$ cat config.mk
export PLATFORM = sky130hd
export DESIGN_NAME = fir_byte_streamer_flat
export DESIGN_NICKNAME = d
export VERILOG_FILES = /design/src/rtl/fir_pkg.sv /design/src/rtl/fir_byte_streamer_if.sv /design/src/rtl/fir_sat_round.sv /design/src/rtl/fir_byte_streamer.sv /design/src/flat_wrapper.sv
export SDC_FILE = /design/constraint.sdc
export NUM_CORES = 1
export LEC_CHECK = 0
export CAP_MARGIN = 20
export CORE_MARGIN = 4
export CORE_UTILIZATION = 44
export CTS_BUF_LIST = sky130_fd_sc_hd__clkbuf_2
export CTS_CLUSTER_DIAMETER = 80
export CTS_CLUSTER_SIZE = 30
export DETAILED_ROUTE_END_ITERATION = 10
export PLACE_DENSITY = 0.68
export SLEW_MARGIN = 20
export SYNTH_ARGS = -nofsm -noshare
export SYNTH_HDL_FRONTEND = slang
export SYNTH_SLANG_ARGS = --single-unit
$ cat constraint.sdc
create_clock -name clk -period 4.8 [get_ports clk]
set_input_delay 0.72 -clock clk [delete_from_list [all_inputs] [get_ports clk]]
set_output_delay 0.72 -clock clk [all_outputs]
set_load 0.02 [all_outputs]
$ cat src/rtl/fir_pkg.sv
// Shared FIR output-path constants and the byte streamer state encoding.
package fir_pkg;

   localparam int BYTE_MAX = 127;
   localparam int BYTE_MIN = -128;

   typedef enum logic [1:0] {
      IDLE     = 2'd0,
      GAP_WAIT = 2'd1,
      DONE     = 2'd2
   } streamer_state_e;

endpackage

$ cat src/rtl/fir_byte_streamer_if.sv
// Input handshake of the FIR byte streamer: wide signed samples over valid/ready.
interface fir_byte_streamer_if #(
   parameter int IN_W = 24
) ();

   logic                   in_valid;
   logic                   in_ready;
   logic signed [IN_W-1:0] in_data;

   modport master (output in_valid, output in_data, input  in_ready);
   modport slave  (input  in_valid, input  in_data, output in_ready);

endinterface

$ cat src/rtl/fir_sat_round.sv
// Round-half-up, arithmetic shift and clamp of a wide signed value to a signed byte.
module fir_sat_round
   import fir_pkg::*;
#(
   parameter int IN_W  = 24,
   parameter int SHIFT = 8
) (
   input  logic signed [IN_W-1:0] din,
   output logic        [7:0]      dout,
   output logic                   sat
);

   localparam int                 RS  = (SHIFT > 0) ? SHIFT - 1 : 0;
   localparam logic signed [IN_W:0] RND = (SHIFT > 0) ? ((IN_W+1)'(1) << RS) : '0;
   localparam logic signed [IN_W:0] HI  = (IN_W+1)'(BYTE_MAX);
   localparam logic signed [IN_W:0] LO  = (IN_W+1)'(BYTE_MIN);

   logic signed [IN_W:0] sum;
   logic signed [IN_W:0] t;

   // One extra bit of headroom so adding the rounding constant never wraps.
   always_comb begin
      sum = {din[IN_W-1], din} + RND;
      t   = sum >>> SHIFT;
      sat = 1'b1;
      if (t > HI) begin
         dout = 8'(BYTE_MAX);
      end else if (t < LO) begin
         dout = 8'(BYTE_MIN);
      end else begin
         dout = t[7:0];
         sat  = 1'b0;
      end
   end

endmodule

$ cat src/rtl/fir_byte_streamer.sv
// FIR output stage: converts samples to bytes, queues them and emits a paced dv/data stream.
// Optional saturation counter enabled by defining STREAMER_SAT_STATS_EN.
module fir_byte_streamer
   import fir_pkg::*;
#(
   parameter int IN_W      = 24,
   parameter int SHIFT     = 8,
   parameter int DEPTH     = 4,
   parameter int FRAME_LEN = 1024,
   parameter int GAP       = 0
) (
   input  logic                  clk,
   input  logic                  rstx,
   fir_byte_streamer_if.slave    src,
   output logic                  dv,
   output logic [7:0]            data,
   output logic                  busy,
   output logic                  done,
   output logic [15:0]           frame_cnt
`ifdef STREAMER_SAT_STATS_EN
   ,
   output logic [15:0]           sat_cnt
`endif
);

   localparam int AW = $clog2(DEPTH);

   streamer_state_e state;
   logic [7:0]      mem [DEPTH];
   logic [AW:0]     wr_ptr;
   logic [AW:0]     rd_ptr;
   logic [AW:0]     count;
   logic [7:0]      gap_cnt;
   logic [7:0]      conv_byte;
   logic            wr;
`ifdef STREAMER_SAT_STATS_EN
   logic            conv_sat;
`else
   logic            conv_sat_unused;
`endif

   fir_sat_round #(
      .IN_W  (IN_W),
      .SHIFT (SHIFT)
   ) u_conv (
      .din  (src.in_data),
`ifdef STREAMER_SAT_STATS_EN
      .sat  (conv_sat),
`else
      .sat  (conv_sat_unused),
`endif
      .dout (conv_byte)
   );

   assign count        = wr_ptr - rd_ptr;
   // Gating with rstx keeps the source stalled while the block is held in reset.
   assign src.in_ready = rstx & (count != (AW+1)'(DEPTH)) & ~done;
   assign wr           = src.in_valid & src.in_ready;
   assign busy         = (count != '0) | (state == GAP_WAIT);

   always_ff @(posedge clk) begin
      if (wr) mem[wr_ptr[AW-1:0]] <= conv_byte;
   end

   always_ff @(posedge clk or negedge rstx) begin
      if (!rstx) begin
         state     <= IDLE;
         dv        <= 1'b0;
         data      <= '0;
         done      <= 1'b0;
         frame_cnt <= '0;
         gap_cnt   <= '0;
         wr_ptr    <= '0;
         rd_ptr    <= '0;
      end else begin
         if (wr) wr_ptr <= wr_ptr + 1'b1;
         case (state)
            IDLE: begin
               dv <= 1'b0;
               if (count != '0) begin
                  rd_ptr <= rd_ptr + 1'b1;
                  dv     <= 1'b1;
                  data   <= mem[rd_ptr[AW-1:0]];
                  if (frame_cnt != '1) frame_cnt <= frame_cnt + 16'd1;
                  if (FRAME_LEN != 0 && frame_cnt + 16'd1 == 16'(FRAME_LEN)) begin
                     state <= DONE;
                     done  <= 1'b1;
                  end else if (GAP > 0) begin
                     state   <= GAP_WAIT;
                     gap_cnt <= 8'(GAP);
                  end
               end
            end
            GAP_WAIT: begin
               dv      <= 1'b0;
               gap_cnt <= gap_cnt - 8'd1;
               if (gap_cnt <= 8'd1) state <= IDLE;
            end
            DONE: begin
               dv   <= 1'b0;
               done <= 1'b1;
            end
            default: begin
               state <= IDLE;
               dv    <= 1'b0;
            end
         endcase
      end
   end

`ifdef STREAMER_SAT_STATS_EN
   always_ff @(posedge clk or negedge rstx) begin
      if (!rstx) begin
         sat_cnt <= '0;
      end else if (wr && conv_sat && sat_cnt != '1) begin
         sat_cnt <= sat_cnt + 16'd1;
      end
   end
`endif

endmodule
$ cat src/flat_wrapper.sv
// flat-port wrapper written by rule: the top's interface ports become plain ports
module fir_byte_streamer_flat import fir_pkg::*;
#(
   parameter int IN_W      = 24,
   parameter int SHIFT     = 8,
   parameter int DEPTH     = 4,
   parameter int FRAME_LEN = 1024,
   parameter int GAP       = 0
)
  (clk, rstx, dv, data, busy, done, frame_cnt, src_in_valid, src_in_data, src_in_ready);
  fir_byte_streamer_if #(.IN_W(IN_W)) src_i ();
  input  logic clk;
  input  logic rstx;
  output logic dv;
  output logic [7:0] data;
  output logic busy;
  output logic done;
  output logic [15:0] frame_cnt;
  input wire logic [$bits(src_i.in_valid)-1:0] src_in_valid;
  input wire logic [$bits(src_i.in_data)-1:0] src_in_data;
  output wire logic [$bits(src_i.in_ready)-1:0] src_in_ready;
  assign src_i.in_valid = src_in_valid;
  assign src_i.in_data = src_in_data;
  assign src_in_ready = src_i.in_ready;
  fir_byte_streamer #(.IN_W(IN_W), .SHIFT(SHIFT), .DEPTH(DEPTH), .FRAME_LEN(FRAME_LEN), .GAP(GAP)) u_core (.clk(clk), .rstx(rstx), .src(src_i), .dv(dv), .data(data), .busy(busy), .done(done), .frame_cnt(frame_cnt));
endmodule
==> impl_table.tex, run 1 <==
\begin{tabular}{lr}
\hline
Metric & Value \\
\hline
\multicolumn{2}{l}{\textbf{Yosys}} \\
Top FF cell, synth & dfrtp\_1 \\
Post-synth net total & 310 \\
Number of synthesized flops with an enable pin & 32 \\
Synth Area per Inst & 12.3 µm² \\
Post-synthesis cell area & $\sim$3400 µm² \\
Area share of the leading cell type in the synthesized netlist & 0.285 \\
Proportion of register bits with asynchronous set or reset after synthesis & 0.508 \\
Post-synth cell types & 53 \\
\#FFs+latches synth & 65 \\
Sequential-to-total area share from yosys stat & 0.529 \\
Cell accounting for the most synthesized area & edfxtp\_1 \\
Synth Warn \# & 0 \\
Post-Syn Instances & 274 \\
Cell types occupying the most area after synthesis & edfxtp\_1, dfrtp\_1, xnor2\_1 \\
\multicolumn{2}{l}{\textbf{Routing}} \\
Initial DRC count & 101 \\
Via count & about 2400 \\
Routed wire length per instance & 15.4 µm \\
Detailed Routing Iterations Pass 1 & 4 \\
Post-detailed-route count of antenna-violating nets & 0 \\
Mean number of vias per cell & around 5.5 \\
Detailed-route DRC error count & 0 \\
Final wirelength & between 6 and 7 mm \\
\multicolumn{2}{l}{\textbf{Pwr}} \\
Switching part of the total & 0.362 \\
Worst vdd rail ir drop & 0.198 mV \\
Leakage dissipation & $\sim$1.5 nW \\
Internal & around 1.3 mW \\
Combinational share of power & 0.409 \\
Total power density per cell area & 509 nW/µm² \\
Share of power burned in the clock network & 0.170 \\
Sequential cell fraction of total power & 0.421 \\
Sw Pwr & roughly 750 µW \\
\multicolumn{2}{l}{\textbf{Global route}} \\
Aggregate global routing overflow & 0 \\
Total Routing Usage GR & 0.159 \\
Pin count of the biggest net entering global routing & 34 \\
Wire length of the first global-routing pass & 11.2 mm \\
Via count of the first global-routing pass & around 2300 \\
Antenna violations before repair & 0 \\
\multicolumn{2}{l}{\textbf{Clock network}} \\
Clock insertion delay at the later pin of the skew report & between 400 and 500 ps \\
Clock root cell & clkbuf\_2 \\
Total number of H-tree levels & 3 \\
Clock Sinks & 65 \\
CTS clock-pin slew for the worst setup and hold paths & around 180 ps \\
Hold\_buf cts & 0 \\
Buffers inserted by post-CTS timing repair & 0 \\
TritonCTS clock tree & done \\
Number of buffers inserted during clock tree synthesis & 9 \\
Maximum root-to-sink buffer count & 2 \\
Post-CTS Resized & 0 \\
\multicolumn{2}{l}{\textbf{Placed design}} \\
Number of port buffers & between 40 and 50 \\
HPWL Detailed & $\sim$5 mm \\
Final estimated routing congestion in global placement & roughly 0.9 \\
\multicolumn{2}{l}{\textbf{Timing}} \\
Share of the clock period used by the worst path after layout & 0.723 \\
Count of final setup violators & 0 \\
RSZ-0062 raised after global routing & false \\
Final number of max-transition violations & 0 \\
Count of final hold-check violations & 0 \\
Time the final worst path needs with I/O delays and setup & roughly 3500 ps \\
Worst clock skew on the final layout & 21.7 ps \\
Slew at the pin closest to its max-slew limit & about 700 ps \\
Normalized max-slew margin & 0.546 \\
Worst hold-check slack & 511 ps \\
Summed negative setup slack over all endpoints & 0 ps \\
Fmax achieved & a little under 0.3 GHz \\
\multicolumn{2}{l}{\textbf{Finish}} \\
Fraction of layout instances using a drive strength above 1 & 0.131 \\
Layout area overhead & 20.2\% \\
Final \#Nets & between 300 and 400 \\
Storage element area & $\sim$1800 µm² \\
Multi-input gate area in the final layout & between 1500 and 2000 µm² \\
Count of fill cells added during filler insertion & between 600 and 700 \\
Antenna Cells & 0 \\
\multicolumn{2}{l}{\textbf{Min path}} \\
Type of the tightest min-delay check & reg -> reg \\
Endpoint of the worst hold-timing path & u\_core.rd\_ptr[2]\$\_DFFE\_PN0P\_ \\
Origin of the worst min-delay path & u\_core.rd\_ptr[2]\$\_DFFE\_PN0P\_ \\
Depth of the worst hold-timing path & 1 \\
\multicolumn{2}{l}{\textbf{Worst setup path}} \\
Depth of the worst register-to-register path & 6 \\
Critical Path Start Type & flip-flop \\
Worst r2r dst & u\_core.frame\_cnt[1]\$\_DFFE\_PN0P\_ \\
Maximum fanout count along the critical path & 11 \\
Critical Path Sink Type & output port \\
Worst Path Arrival & 2750 ps \\
CP Data Required Time & slightly above 4000 ps \\
Startpoint of the most critical register-to-register path & u\_core.rd\_ptr[0]\$\_DFFE\_PN0P\_ \\
Register-to-register setup slack & between 1500 and 2000 ps \\
Worst setup path category & reg -> out \\
\multicolumn{2}{l}{\textbf{Run status}} \\
Result of the run & finished, final reports clean \\
\multicolumn{2}{l}{\textbf{Floorplan}} \\
Die W & approximately 96 µm \\
Initial Util & 0.458 \\
I/O pin total & 55 \\
Number of standard-cell rows in the floorplan & 31 \\
Vertical die dimension & about 96 µm \\
Area enclosed by the die boundary & roughly 9100 µm² \\
Core Area & around 7400 µm² \\
\multicolumn{2}{l}{\textbf{Flow run}} \\
Max-cap violations & 0 \\
\hline
\end{tabular}
metal layers:
layer / wire [µm] / GRT usage / vias up
met3: 357 / 0.0339 / 8
met4: 77 / 0.0687 / 0
li1: - / - / 1120
met1: 2730 / 0.199 / 1166
met5: 0 / 0 / -
met2: 3420 / 0.265 / 71
flip-flops by register name, summed over array words and instances, names as in the netlist:
| signal | flops |
|---|---|
| u_core.done | 1 |
| u_core.state | 1 |
| u_core.wr_ptr | 3 |
| u_core.frame_cnt | 16 |
| u_core.dv | 1 |
| u_core.rd_ptr | 3 |
| u_core.data | 8 |
| u_core.mem | 32 |
cell usage after synthesis (2+ instances only):
library cell,count
nand4_1,13
clkbuf_1,3
xnor2_1,23
ha_1,9
nor2b_1,2
nor3_1,6
mux2_1,2
nand2b_1,4
edfxtp_1,32
o21ai_1,3
nand2_1,21
dfrtp_1,33
nor2_1,12
a21oi_1,6
nor4_2,2
nand3_1,14
mux2_2,8
o21ai_0,5
or4_1,2
inv_1,9
buf_2,6
and4_1,2
xor2_1,10
and3_1,11
mux4_2,8
placed cells by master, fill, tap and decap left out, types with 3 or more instances in the layout:
master and instances:
a21oi_1 6, and3_1 11, clkbuf_2 9, clkdlybuf4s50_1 47
dfrtp_1 33, edfxtp_1 32, ha_1 9, inv_1 9
mux2_2 8, mux4_2 8, nand2_1 21, nand2b_1 4
nand3_1 14, nand4_1 13, nor2_1 12, nor3_1 6
o21ai_0 5, o21ai_1 3, xnor2_1 23, xor2_1 10
cell families (layout without fill, tap and decap cells):
kind of cell | after synthesis | count (layout) | synth area share
XOR/XNOR | 33 | 33 | 0.0856
AO/OA/AOI/OAI | 32 | 32 | 0.0723
AND/OR/NAND/NOR | 98 | 98 | 0.169
multiplexers | 18 | 18 | 0.0867
buffers and inverters | 19 | 73 | 0.0245
flip-flops | 65 | 65 | 0.529
adder cells (fa/ha/maj) | 9 | 9 | 0.0333
critical path, cell delays in order (launching register included):
cell and delay, ps:
dfrtp_1 770, ha_1 230, nor2b_1 150, xnor2_1 140
a21oi_1 340, clkdlybuf4s50_1 680
worst max path at each step:
stage                                 endpoint                          from  slack (ps)
CTS                               src_in_ready  u_core.rd_ptr[0]$_DFFE_PN0P_        1190
detailed placement  u_core.mem[1][6]$_DFFE_PP_                src_in_data[8]        1530
floorplan           u_core.mem[0][4]$_DFFE_PP_                src_in_data[7]        2390
finish                            src_in_ready  u_core.rd_ptr[0]$_DFFE_PN0P_        1330
global route                      src_in_ready  u_core.rd_ptr[0]$_DFFE_PN0P_         960
global placement    u_core.mem[2][6]$_DFFE_PP_                src_in_data[7]        1560
layout make-up:
class / instances / share of cell area
flip-flops and latches: 65 / 0.440
multi-input cells: 190 / 0.371
repair buffers: 48 / 0.118
well taps: 99 / 0.0305
clock inverters: 7 / 0.0210
clock buffers: 9 / 0.0111
inverters: 9 / 0.00832
power groups by stage:
stage / registers (mW) / logic [mW] / clock network, mW
finish: 0.871 / 0.845 / 0.351
global route: 0.896 / 0.935 / 0.395
CTS: 0.874 / 0.858 / 0.364
detailed placement: 0.885 / 0.857 / 0
global placement: 0.881 / 0.842 / 0
floorplan: 0.902 / 0.535 / 0
through the flow:
stage	util	instance area [µm²]	cells	worst slack, ps	power (mW)
after floorplan	-	3380	274	2390	1.44
after global placement	0.533	3930	411	1560	1.72
after detailed placement	0.533	3930	411	1530	1.74
after CTS	0.551	4060	427	1190	2.10
after global routing	0.551	4060	427	962	2.22
final	0.551	4060	427	1330	2.07
No activity file was read; power rests on OpenSTA's default activity.
==> inputs of run 2 (changes only) <==
- clock period: 4.8 -> 3.4 ns (I/O delays scaled with it)
==> run 2 against run 1 <==
  * Sequential share of layout area hardly changed
  * Worst setup slack worse by 1000 ps
  * Clock skew is 12 ps higher
  * Via count is 1.8% lower
  * Power is 40% higher
  * Sequential power is 34% higher
  * Combinational power is 54% higher
  * Flip-flop and latch count stayed put
  * Non-clock buffer count is 3 higher
  * Count of clock-buffer cells in the layout is 2 higher
==> impl_table.tex, run 2 (synthesis results as in run 1) <==
\begin{tabular}{lr}
\hline
Metric & Value \\
\hline
\multicolumn{2}{l}{\textbf{Run status}} \\
Result of the run & finished, final reports clean (unchanged) \\
\multicolumn{2}{l}{\textbf{Timing}} \\
Worst clock skew on the final layout & 33.9 ps (was 21.7 ps) \\
Final number of max-transition violations & 0 (unchanged) \\
Count of final setup violators & 0 (unchanged) \\
Fmax achieved & roughly 0.33 GHz \\
Slew at the pin closest to its max-slew limit & 544 ps (was 681 ps) \\
Worst hold-check slack & 502 ps (was 511 ps) \\
Worst Setup Slack, final & 329 ps (was 1330 ps) \\
Normalized max-slew margin & 0.632 (was 0.546) \\
Share of the clock period used by the worst path after layout & 0.903 \\
Count of final hold-check violations & 0 (unchanged) \\
Time the final worst path needs with I/O delays and setup & a little over 3000 ps \\
Summed negative setup slack over all endpoints & 0 ps (unchanged) \\
RSZ-0062 raised after global routing & false (unchanged) \\
\multicolumn{2}{l}{\textbf{Clock network}} \\
CTS clock-pin slew for the worst setup and hold paths & 180 ps (about the same) \\
Buffers inserted by post-CTS timing repair & 0 (unchanged) \\
Number of buffers inserted during clock tree synthesis & 9 (unchanged) \\
Post-CTS Resized & 0 (unchanged) \\
Maximum root-to-sink buffer count & 2 (unchanged) \\
Clock insertion delay at the later pin of the skew report & 480 ps (was 450 ps) \\
Clock root cell & clkbuf\_2 (unchanged) \\
Total number of H-tree levels & 3 (unchanged) \\
TritonCTS clock tree & done (unchanged) \\
Hold\_buf cts & 0 (unchanged) \\
Clock Sinks & 65 (unchanged) \\
\multicolumn{2}{l}{\textbf{Pwr}} \\
Switching part of the total & 0.369 (was 0.362) \\
Post-layout total power & 2.90 mW (was 2.07 mW) \\
Internal & 1.83 mW (was 1.32 mW) \\
Sequential cell fraction of total power & 0.405 (was 0.421) \\
Leakage dissipation & 1.49 nW (was 1.48 nW) \\
Sw Pwr & 1.07 mW (was 748 µW) \\
Share of power burned in the clock network & 0.148 (was 0.170) \\
Combinational share of power & 0.447 (was 0.409) \\
Total power density per cell area & 713 nW/µm² (was 509 nW/µm²) \\
Worst vdd rail ir drop & 0.248 mV (was 0.198 mV) \\
\multicolumn{2}{l}{\textbf{Global route}} \\
Pin count of the biggest net entering global routing & 34 (unchanged) \\
Wire length of the first global-routing pass & 11.1 mm (was 11.2 mm) \\
Via count of the first global-routing pass & 2351 (was 2349) \\
Aggregate global routing overflow & 0 (unchanged) \\
Antenna violations before repair & 0 (unchanged) \\
Total Routing Usage GR & 0.162 (was 0.159) \\
\multicolumn{2}{l}{\textbf{Routing}} \\
Routed wire length per instance & 15.4 µm (about the same) \\
Detailed-route DRC error count & 0 (unchanged) \\
Via count & 2322 (was 2365) \\
Final wirelength & 6.62 mm (was 6.58 mm) \\
Initial DRC count & 62 (was 101) \\
Mean number of vias per cell & 5.40 (was 5.54) \\
Detailed Routing Iterations Pass 1 & 5 (was 4) \\
Post-detailed-route count of antenna-violating nets & 0 (unchanged) \\
\multicolumn{2}{l}{\textbf{Placed design}} \\
Setup slack after placement & 329 ps (was 1530 ps) \\
Final estimated routing congestion in global placement & 0.865 (was 0.890) \\
Number of port buffers & 47 (unchanged) \\
HPWL Detailed & 4.92 mm (was 4.86 mm) \\
\multicolumn{2}{l}{\textbf{Floorplan}} \\
Core Area & 7370 µm² (unchanged) \\
Initial Util & 0.458 (unchanged) \\
I/O pin total & 55 (unchanged) \\
Vertical die dimension & 95.6 µm (unchanged) \\
Number of standard-cell rows in the floorplan & 31 (unchanged) \\
Area enclosed by the die boundary & 9140 µm² (unchanged) \\
Die W & 95.6 µm (unchanged) \\
\multicolumn{2}{l}{\textbf{Worst setup path}} \\
Worst setup path category & reg -> out (unchanged) \\
Critical Path Sink Type & output port (unchanged) \\
Maximum fanout count along the critical path & 10 (was 11) \\
Worst Path Arrival & 2560 ps (was 2750 ps) \\
CP Data Required Time & 2890 ps (was 4080 ps) \\
Critical Path Start Type & flip-flop (unchanged) \\
\multicolumn{2}{l}{\textbf{Finish}} \\
Fraction of layout instances using a drive strength above 1 & 0.142 (was 0.131) \\
Storage element area & 1790 µm² (unchanged) \\
Highest-count cells in the layout ignoring fill and taps & clkdlybuf4s50\_1, dfrtp\_1, edfxtp\_1 (unchanged) \\
Multi-input gate area in the final layout & 1510 µm² (about the same) \\
Final core utilization & 0.551 (about the same) \\
Antenna Cells & 0 (unchanged) \\
Final \#Nets & 362 (was 359) \\
Most common library cell in the layout ignoring fill and taps & clkdlybuf4s50\_1 (unchanged) \\
Layout area overhead & 20.2\% (about the same) \\
Max reg flops & 32 (unchanged) \\
Count of fill cells added during filler insertion & 647 (was 623) \\
\multicolumn{2}{l}{\textbf{Min path}} \\
Type of the tightest min-delay check & reg -> reg (unchanged) \\
\multicolumn{2}{l}{\textbf{Flow run}} \\
Max-cap violations & 0 (unchanged) \\
\hline
\end{tabular}
[run 2: cell types whose count changed in the layout (fill, tap and decap cells not counted), sizes merged]
cell      delta
clkbuf       +2
clkinvlp     -1
buf          +3
bufinv       -1
[run 2: metrics by stage]
stage | cell area [µm²] | std cells
3_5_place_dp | 3950 | 414
2_1_floorplan | 3380 | 274
4_1_cts | 4060 | 430
3_3_place_gp | 3950 | 414
5_1_grt | 4060 | 430
6_report | 4060 | 430
[run 2: area by class of cell]
cell class / count / area share
clock buffer: 11 / 0.0136
clock inverter: 5 / 0.0117
inverter: 9 / 0.00832
multi-input combinational: 190 / 0.372
sequential: 65 / 0.440
tap: 99 / 0.0305
timing repair buffer: 51 / 0.123
[run 2: final timing paths]
check                                              from                               to  slack [ps]  depth (start not counted)
min                         u_core.state[1]$_DFFE_PN0P_          u_core.done$_DFFE_PN0P_         500                          2
min reg2reg                 u_core.state[1]$_DFFE_PN0P_          u_core.done$_DFFE_PN0P_         500                          2
max in group asynchronous                          rstx     u_core.rd_ptr[0]$_DFFE_PN0P_        2540                          2
max reg2reg                u_core.rd_ptr[1]$_DFFE_PN0P_  u_core.frame_cnt[1]$_DFFE_PN0P_         960                          8
max                        u_core.rd_ptr[1]$_DFFE_PN0P_                     src_in_ready         330                          7
min in group asynchronous                          rstx  u_core.frame_cnt[9]$_DFFE_PN0P_         540                          2
[run 2: worst max-delay path, stage by stage, from the launching register on]
cell and delay, ps:
dfrtp_1 380, buf_4 190, inv_1 70, ha_1 200, nor2b_1 150, xnor2_1 170
a21oi_2 270, clkdlybuf4s50_1 650
[run 2: metal layers]
| layer | global-route usage | wire length [µm] |
|---|---|---|
| met1 | 0.198 | 2920 |
| met2 | 0.269 | 3280 |
| met3 | 0.0324 | 256 |
| met4 | 0.0853 | 167 |
| met5 | 0 | 0 |
[run 2: power groups by stage]
stage                     logic (mW)  registers (mW)  clock network (mW)
after floorplan                0.756            1.27                   0
after global placement          1.28            1.18                   0
after detailed placement        1.31            1.19                   0
after CTS                       1.32            1.17               0.448
after global routing            1.42            1.20               0.491
final                           1.30            1.17               0.428
